<file path="src/rtl/serial_add_pkg.sv">
// ---------------------------------------------------------------------------
// serial_add_pkg
// Shared definitions for the bit-serial adder controller: the controller
// state encoding and the default operand width.
// ---------------------------------------------------------------------------
package serial_add_pkg;

    localparam int DEF_WIDTH = 8;

    typedef enum logic [1:0] {
        IDLE = 2'd0,
        RUN  = 2'd1,
        DONE = 2'd2
    } state_e;

endpackage

</file>
<file path="src/rtl/serial_add_ctrl_if.sv">
// ---------------------------------------------------------------------------
// serial_add_ctrl_if
// Operand/result handshake bundle between a requester and serial_add_ctrl.
//   in_valid/in_ready   : operand pair handshake (a, b, cin, sub)
//   out_valid/out_ready : result handshake (sum, cout)
// master = requester side, slave = controller side.
// ---------------------------------------------------------------------------
interface serial_add_ctrl_if #(
    parameter int WIDTH = serial_add_pkg::DEF_WIDTH
);
    logic             in_valid;
    logic             in_ready;
    logic [WIDTH-1:0] a;
    logic [WIDTH-1:0] b;
    logic             cin;
    logic             sub;
    logic             out_valid;
    logic             out_ready;
    logic [WIDTH-1:0] sum;
    logic             cout;

    modport master (
        output in_valid, a, b, cin, sub, out_ready,
        input  in_ready, out_valid, sum, cout
    );

    modport slave (
        input  in_valid, a, b, cin, sub, out_ready,
        output in_ready, out_valid, sum, cout
    );
endinterface

</file>
<file path="src/rtl/serial_add_ctrl_fa_cell.sv">
// ---------------------------------------------------------------------------
// fa_cell
// Single-bit full adder shared by the serial controller.
//   a_i, b_i, cin_i : addend bits and carry-in
//   s_o, cout_o     : sum bit and carry-out
// ---------------------------------------------------------------------------
module fa_cell (
    input  logic a_i,
    input  logic b_i,
    input  logic cin_i,
    output logic s_o,
    output logic cout_o
);
    assign s_o    = a_i ^ b_i ^ cin_i;
    assign cout_o = (a_i & b_i) | (cin_i & (a_i ^ b_i));
endmodule

</file>
<file path="src/rtl/serial_add_ctrl.sv">
// ---------------------------------------------------------------------------
// serial_add_ctrl
// Bit-serial WIDTH-bit adder: accepts an operand pair, walks one fa_cell
// LSB-first through a carry register (one bit per clock), then holds the
// sum and carry-out until the consumer takes them.
//   clk_i   : clock, rising edge
//   rst_n_i : synchronous active-low reset
//   bus     : serial_add_ctrl_if.slave (operand and result handshakes)
//   busy_o  : high while an operation is in RUN or DONE
// Optional feature: define SERIAL_ADD_SUB_EN to honour bus.sub (A - B).
// ---------------------------------------------------------------------------
module serial_add_ctrl
    import serial_add_pkg::*;
#(
    parameter int WIDTH = DEF_WIDTH
) (
    input  logic                clk_i,
    input  logic                rst_n_i,
    serial_add_ctrl_if.slave    bus,
    output logic                busy_o
);
    localparam int CW = $clog2(WIDTH);

    localparam logic [1:0] ST_IDLE = IDLE;
    localparam logic [1:0] ST_RUN  = RUN;
    localparam logic [1:0] ST_DONE = DONE;

    logic [1:0]       state_q, state_d;
    logic [WIDTH-1:0] a_q, a_d;
    logic [WIDTH-1:0] b_q, b_d;
    logic [WIDTH-1:0] sum_q, sum_d;
    logic             carry_q, carry_d;
    logic [CW-1:0]    cnt_q, cnt_d;

    logic             s_bit;
    logic             c_bit;

    fa_cell u_fa (
        .a_i    (a_q[0]),
        .b_i    (b_q[0]),
        .cin_i  (carry_q),
        .s_o    (s_bit),
        .cout_o (c_bit)
    );

`ifndef SERIAL_ADD_SUB_EN
    logic unused_sub;
    assign unused_sub = bus.sub;
`endif

    always_comb begin
        state_d = state_q;
        a_d     = a_q;
        b_d     = b_q;
        sum_d   = sum_q;
        carry_d = carry_q;
        cnt_d   = cnt_q;
        case (state_q)
            ST_IDLE: begin
                if (bus.in_valid) begin
                    a_d     = bus.a;
                    b_d     = bus.b;
                    carry_d = bus.cin;
`ifdef SERIAL_ADD_SUB_EN
                    // Two's-complement subtract: A + ~B + 1.
                    if (bus.sub) begin
                        b_d     = ~bus.b;
                        carry_d = 1'b1;
                    end
`endif
                    cnt_d   = '0;
                    sum_d   = '0;
                    state_d = ST_RUN;
                end
            end
            ST_RUN: begin
                // Result bits enter at the MSB; after WIDTH shifts bit 0 of
                // the operands has landed at sum_q[0].
                a_d     = a_q >> 1;
                b_d     = b_q >> 1;
                sum_d   = {s_bit, sum_q[WIDTH-1:1]};
                carry_d = c_bit;
                if (cnt_q == CW'(WIDTH - 1)) begin
                    state_d = ST_DONE;
                end else begin
                    cnt_d = cnt_q + 1'b1;
                end
            end
            ST_DONE: begin
                if (bus.out_ready) state_d = ST_IDLE;
            end
            default: state_d = ST_IDLE;
        endcase
    end

    always_ff @(posedge clk_i) begin
        if (!rst_n_i) begin
            state_q <= ST_IDLE;
            a_q     <= '0;
            b_q     <= '0;
            sum_q   <= '0;
            carry_q <= 1'b0;
            cnt_q   <= '0;
        end else begin
            state_q <= state_d;
            a_q     <= a_d;
            b_q     <= b_d;
            sum_q   <= sum_d;
            carry_q <= carry_d;
            cnt_q   <= cnt_d;
        end
    end

    assign bus.in_ready  = (state_q == ST_IDLE);
    assign bus.out_valid = (state_q == ST_DONE);
    assign bus.sum       = sum_q;
    assign bus.cout      = carry_q;
    assign busy_o        = (state_q != ST_IDLE);

endmodule
</file>
<file path="src/flat_wrapper.sv">
// flat-port wrapper written by rule: the top's interface ports become plain ports
module serial_add_ctrl_flat import serial_add_pkg::*;
#(
    parameter int WIDTH = DEF_WIDTH
)
  (clk_i, rst_n_i, busy_o, bus_in_valid, bus_a, bus_b, bus_cin, bus_sub, bus_out_ready, bus_in_ready, bus_out_valid, bus_sum, bus_cout);
  serial_add_ctrl_if #(.WIDTH(WIDTH)) bus_i ();
  input  logic clk_i;
  input  logic rst_n_i;
  output logic busy_o;
  input wire logic [$bits(bus_i.in_valid)-1:0] bus_in_valid;
  input wire logic [$bits(bus_i.a)-1:0] bus_a;
  input wire logic [$bits(bus_i.b)-1:0] bus_b;
  input wire logic [$bits(bus_i.cin)-1:0] bus_cin;
  input wire logic [$bits(bus_i.sub)-1:0] bus_sub;
  input wire logic [$bits(bus_i.out_ready)-1:0] bus_out_ready;
  output wire logic [$bits(bus_i.in_ready)-1:0] bus_in_ready;
  output wire logic [$bits(bus_i.out_valid)-1:0] bus_out_valid;
  output wire logic [$bits(bus_i.sum)-1:0] bus_sum;
  output wire logic [$bits(bus_i.cout)-1:0] bus_cout;
  assign bus_i.in_valid = bus_in_valid;
  assign bus_i.a = bus_a;
  assign bus_i.b = bus_b;
  assign bus_i.cin = bus_cin;
  assign bus_i.sub = bus_sub;
  assign bus_i.out_ready = bus_out_ready;
  assign bus_in_ready = bus_i.in_ready;
  assign bus_out_valid = bus_i.out_valid;
  assign bus_sum = bus_i.sum;
  assign bus_cout = bus_i.cout;
  serial_add_ctrl #(.WIDTH(WIDTH)) u_core (.clk_i(clk_i), .rst_n_i(rst_n_i), .bus(bus_i), .busy_o(busy_o));
endmodule
</file>
<file path="config.mk">
export PLATFORM = sky130hd
export DESIGN_NAME = serial_add_ctrl_flat
export DESIGN_NICKNAME = d
export VERILOG_FILES = /design/src/rtl/serial_add_pkg.sv /design/src/rtl/serial_add_ctrl_if.sv /design/src/rtl/serial_add_ctrl_fa_cell.sv /design/src/rtl/serial_add_ctrl.sv /design/src/flat_wrapper.sv
export SDC_FILE = /design/constraint.sdc
export NUM_CORES = 1
export LEC_CHECK = 0
export ABC_AREA = 0
export BUFFER_PORTS_ARGS = -buffer_cell sky130_fd_sc_hd__buf_2
export CAP_MARGIN = 0
export CORE_UTILIZATION = 52
export CTS_BUF_LIST = sky130_fd_sc_hd__clkbuf_4 sky130_fd_sc_hd__clkbuf_8 sky130_fd_sc_hd__clkbuf_16
export CTS_CLUSTER_SIZE = 16
export DETAILED_ROUTE_END_ITERATION = 8
export GPL_ROUTABILITY_DRIVEN = 0
export PLACE_DENSITY = 0.78
export SLEW_MARGIN = 40
export SYNTH_ARGS = -nofsm -noshare
export SYNTH_HDL_FRONTEND = slang
export SYNTH_SLANG_ARGS = --single-unit
</file>
<file path="constraint.sdc">
create_clock -name clk_i -period 1.45 [get_ports clk_i]
set_input_delay 0.435 -clock clk_i [delete_from_list [all_inputs] [get_ports clk_i]]
set_output_delay 0.435 -clock clk_i [all_outputs]
set_load 0.1 [all_outputs]
</file>
==> impl_metrics.yaml <==
synthesis:
  ys_seq_area_share_pct: 42.4
  synthCells: 142
  synth-seq-cells: 30
  synth_mux_area_share_pct: 11.3
  yosysWarnings: 0
  yosysUniqueCellTypes: 22
  syn_area_um2: 1420
  synth_top_family_by_area: "compound AO/OA/AOI/OAI gates"
  syn_nets: 167
  yosys.area_share.simple_pct: 10.8
  synthAdderAreaFrac_pct: 3.18
  avgSynthCellArea_um2: 9.97
  synth_xor_area_share_pct: 0
  synth-compound-area-share_pct: 24.0
sta:
  fin_crit_ps: 1530
  fin_crit_sh_pct: 106
  hold_violations: 0
  fin_ws_ps: -82.5
  fin_worst_skew_ps: 14.4
  max-slew-margin-rel_pct: 82.7
  fmax_mhz: 653
  setup_viol: 3
  grt_setup_unrepaired: "yes"
  setup_tns_ps: -196
  slew_viol_final: 0
  tightest_slew_ps: 252
setup_path:
  crit_fanout: 5
  arrival_ps: 1100
  worstSetupStartpointType: "flip-flop"
  crit_type: "reg -> out"
  cp.required_ps: 1020
  end_kind: "output port"
clocking:
  cts_max_level: 2
  clock_sinks: 30
  clock_latency_ps: 340
  ctsHoldBuffers: 0
  path_clk_slew_ps: 100
  cts_buffer_depth: 2
  root_buffer: "clkbuf_4"
  cts_made_buffers: 5
  cts_tree: "done"
global_route:
  grt_start_max_net_pins: 31
  antenna_found_initial: 0
  grt.overflow.total: 0
  grt_first_pass_wirelength_mm: 4.63
  grt_use_total_pct: 23.4
  first_global_vias: 1056
final_layout:
  drive_gt1_share_pct: 41.8
  final_nets: 206
  utilization_pct: 75.5
  postLayoutCellArea_um2: 1910
  synthToLayoutAreaGrowth_pct: 34.5
  n_antenna_cell: 0
  final_cell_mix: "27 x nor2_1, 27 x dfxtp_1, 20 x buf_2"
routing:
  first_iter_violations: 18
  vias: 1165
  via_per_inst: 5.50
  routed_wirelength_mm: 2.85
  drt_first_pass_iters: 4
  antenna_left: 0
  wl_per_cell_um: 13.5
  route.detailed.drc: 0
floorplanning:
  die_h_um: 54.2
  io-pin-count: 34
  num_rows: 18
  die_area_um2: 2940
  initial_core_util_pct: 56.2
  die_x_um: 54.2
  core_um2: 2520
place:
  portBuffers: 32
  place_area_um2: 1800
  dpl.hpwl_mm: 2.07
status:
  outcome: "finished with violations"
  failed_checks: "negative setup slack"
power:
  vdd_drop_max_mv: 0.850
  p_leak_uw: 0.000800
  power_density_nw_per_um2: 966
worst_hold_path:
  hp-class: "in -> reg"
job:
  maxCapViolCount: 0
[layer usage]
metal,vias to the layer above,wire (um),global-route usage [%]
met4,0,84,16.7
li1,582,-,-
met1,545,1170,25.1
met3,10,133,6.50
met5,-,0,0
met2,28,1460,39.2
[report_power, final]
group / leakage, uW / internal, uW / switching, uW
clock network: 0.0000387 / 253 / 297
logic: 0.000513 / 166 / 219
registers: 0.000248 / 871 / 34.9
[synth_stat cells]
master    instances  area share (%)
buf_2             1            0.35
nor3_1            1            0.35
and2_1            1            0.44
nor2_1           28             7.4
nor2b_1           2            0.88
nand2_1           4             1.1
a21oi_1           4             1.4
nor4b_1           1            0.62
inv_1             9             2.4
o21bai_1          1            0.53
buf_6             2             1.6
clkbuf_1          3            0.79
dfxtp_1          30              42
buf_4             6             3.2
fa_1              1             1.4
mux2i_1          16              11
a32oi_1           4             2.5
o21ba_4           1             1.1
a31oi_1           1            0.44
ha_1              2             1.8
a211oi_2         15              13
a22oi_1           9             4.8
[state kept, by name, indices dropped and copies added, names as in the netlist]
name and count:
u_core.bus.sum 8, u_core.bus.cout 1, u_core.b_q 8, u_core.cnt_q 3, u_core.state_q 2, u_core.a_q 8
[critical path: stages, from the launching register on]
cell,delay (ps)
dfxtp_4,370
nor2_4,170
inv_2,60
buf_12,160
[stage by stage]
stage	total power (uW)	cells	hold slack (ps)	worst slack (ps)
2_1_floorplan	1190	142	448	-512
3_5_place_dp	1310	200	481	80.5
5_1_grt	1910	212	419	-114
4_1_cts	1840	210	360	-116
6_report	1840	212	371	-82.5
3_3_place_gp	1290	200	458	108
[timing repair]
item / 4_1_cts / 5_1_grt
endpoints found under the setup margin: 3 / 6
setup buffers: 2 / 2
resized for setup: 6 / 1
pin swaps: 1 / 1
[kinds of logic after synthesis]
family	after synthesis
flip-flops	30
multiplexers	16
AND/OR/NAND/NOR	37
adder cells (fa/ha/maj)	3
AO/OA/AOI/OAI	35
buffers and inverters	21
[final timing paths]
path / from / endpoint / slack, ps / depth (start not counted)
min reg2reg: u_core.cnt_q[1] / u_core.cnt_q[1] / 490 / 2
max: u_core.state_q[1] / busy_o / -80 / 3
min: bus_a[7] / u_core.a_q[7] / 370 / 3
max reg2reg: u_core.cnt_q[0] / u_core.cnt_q[2] / 100 / 5
[area by class of cell]
cell class / instances / area (um2)
Clock buffer: 7 / 58.8
Clock inverter: 1 / 5.00
Fill cell: 189 / 617
Inverter: 9 / 33.8
Multi-Input combinational cell: 91 / 716
Sequential cell: 30 / 612
Tap cell: 30 / 37.5
Timing Repair Buffer: 44 / 443
Note: power is estimated with default switching activity, not from simulation.
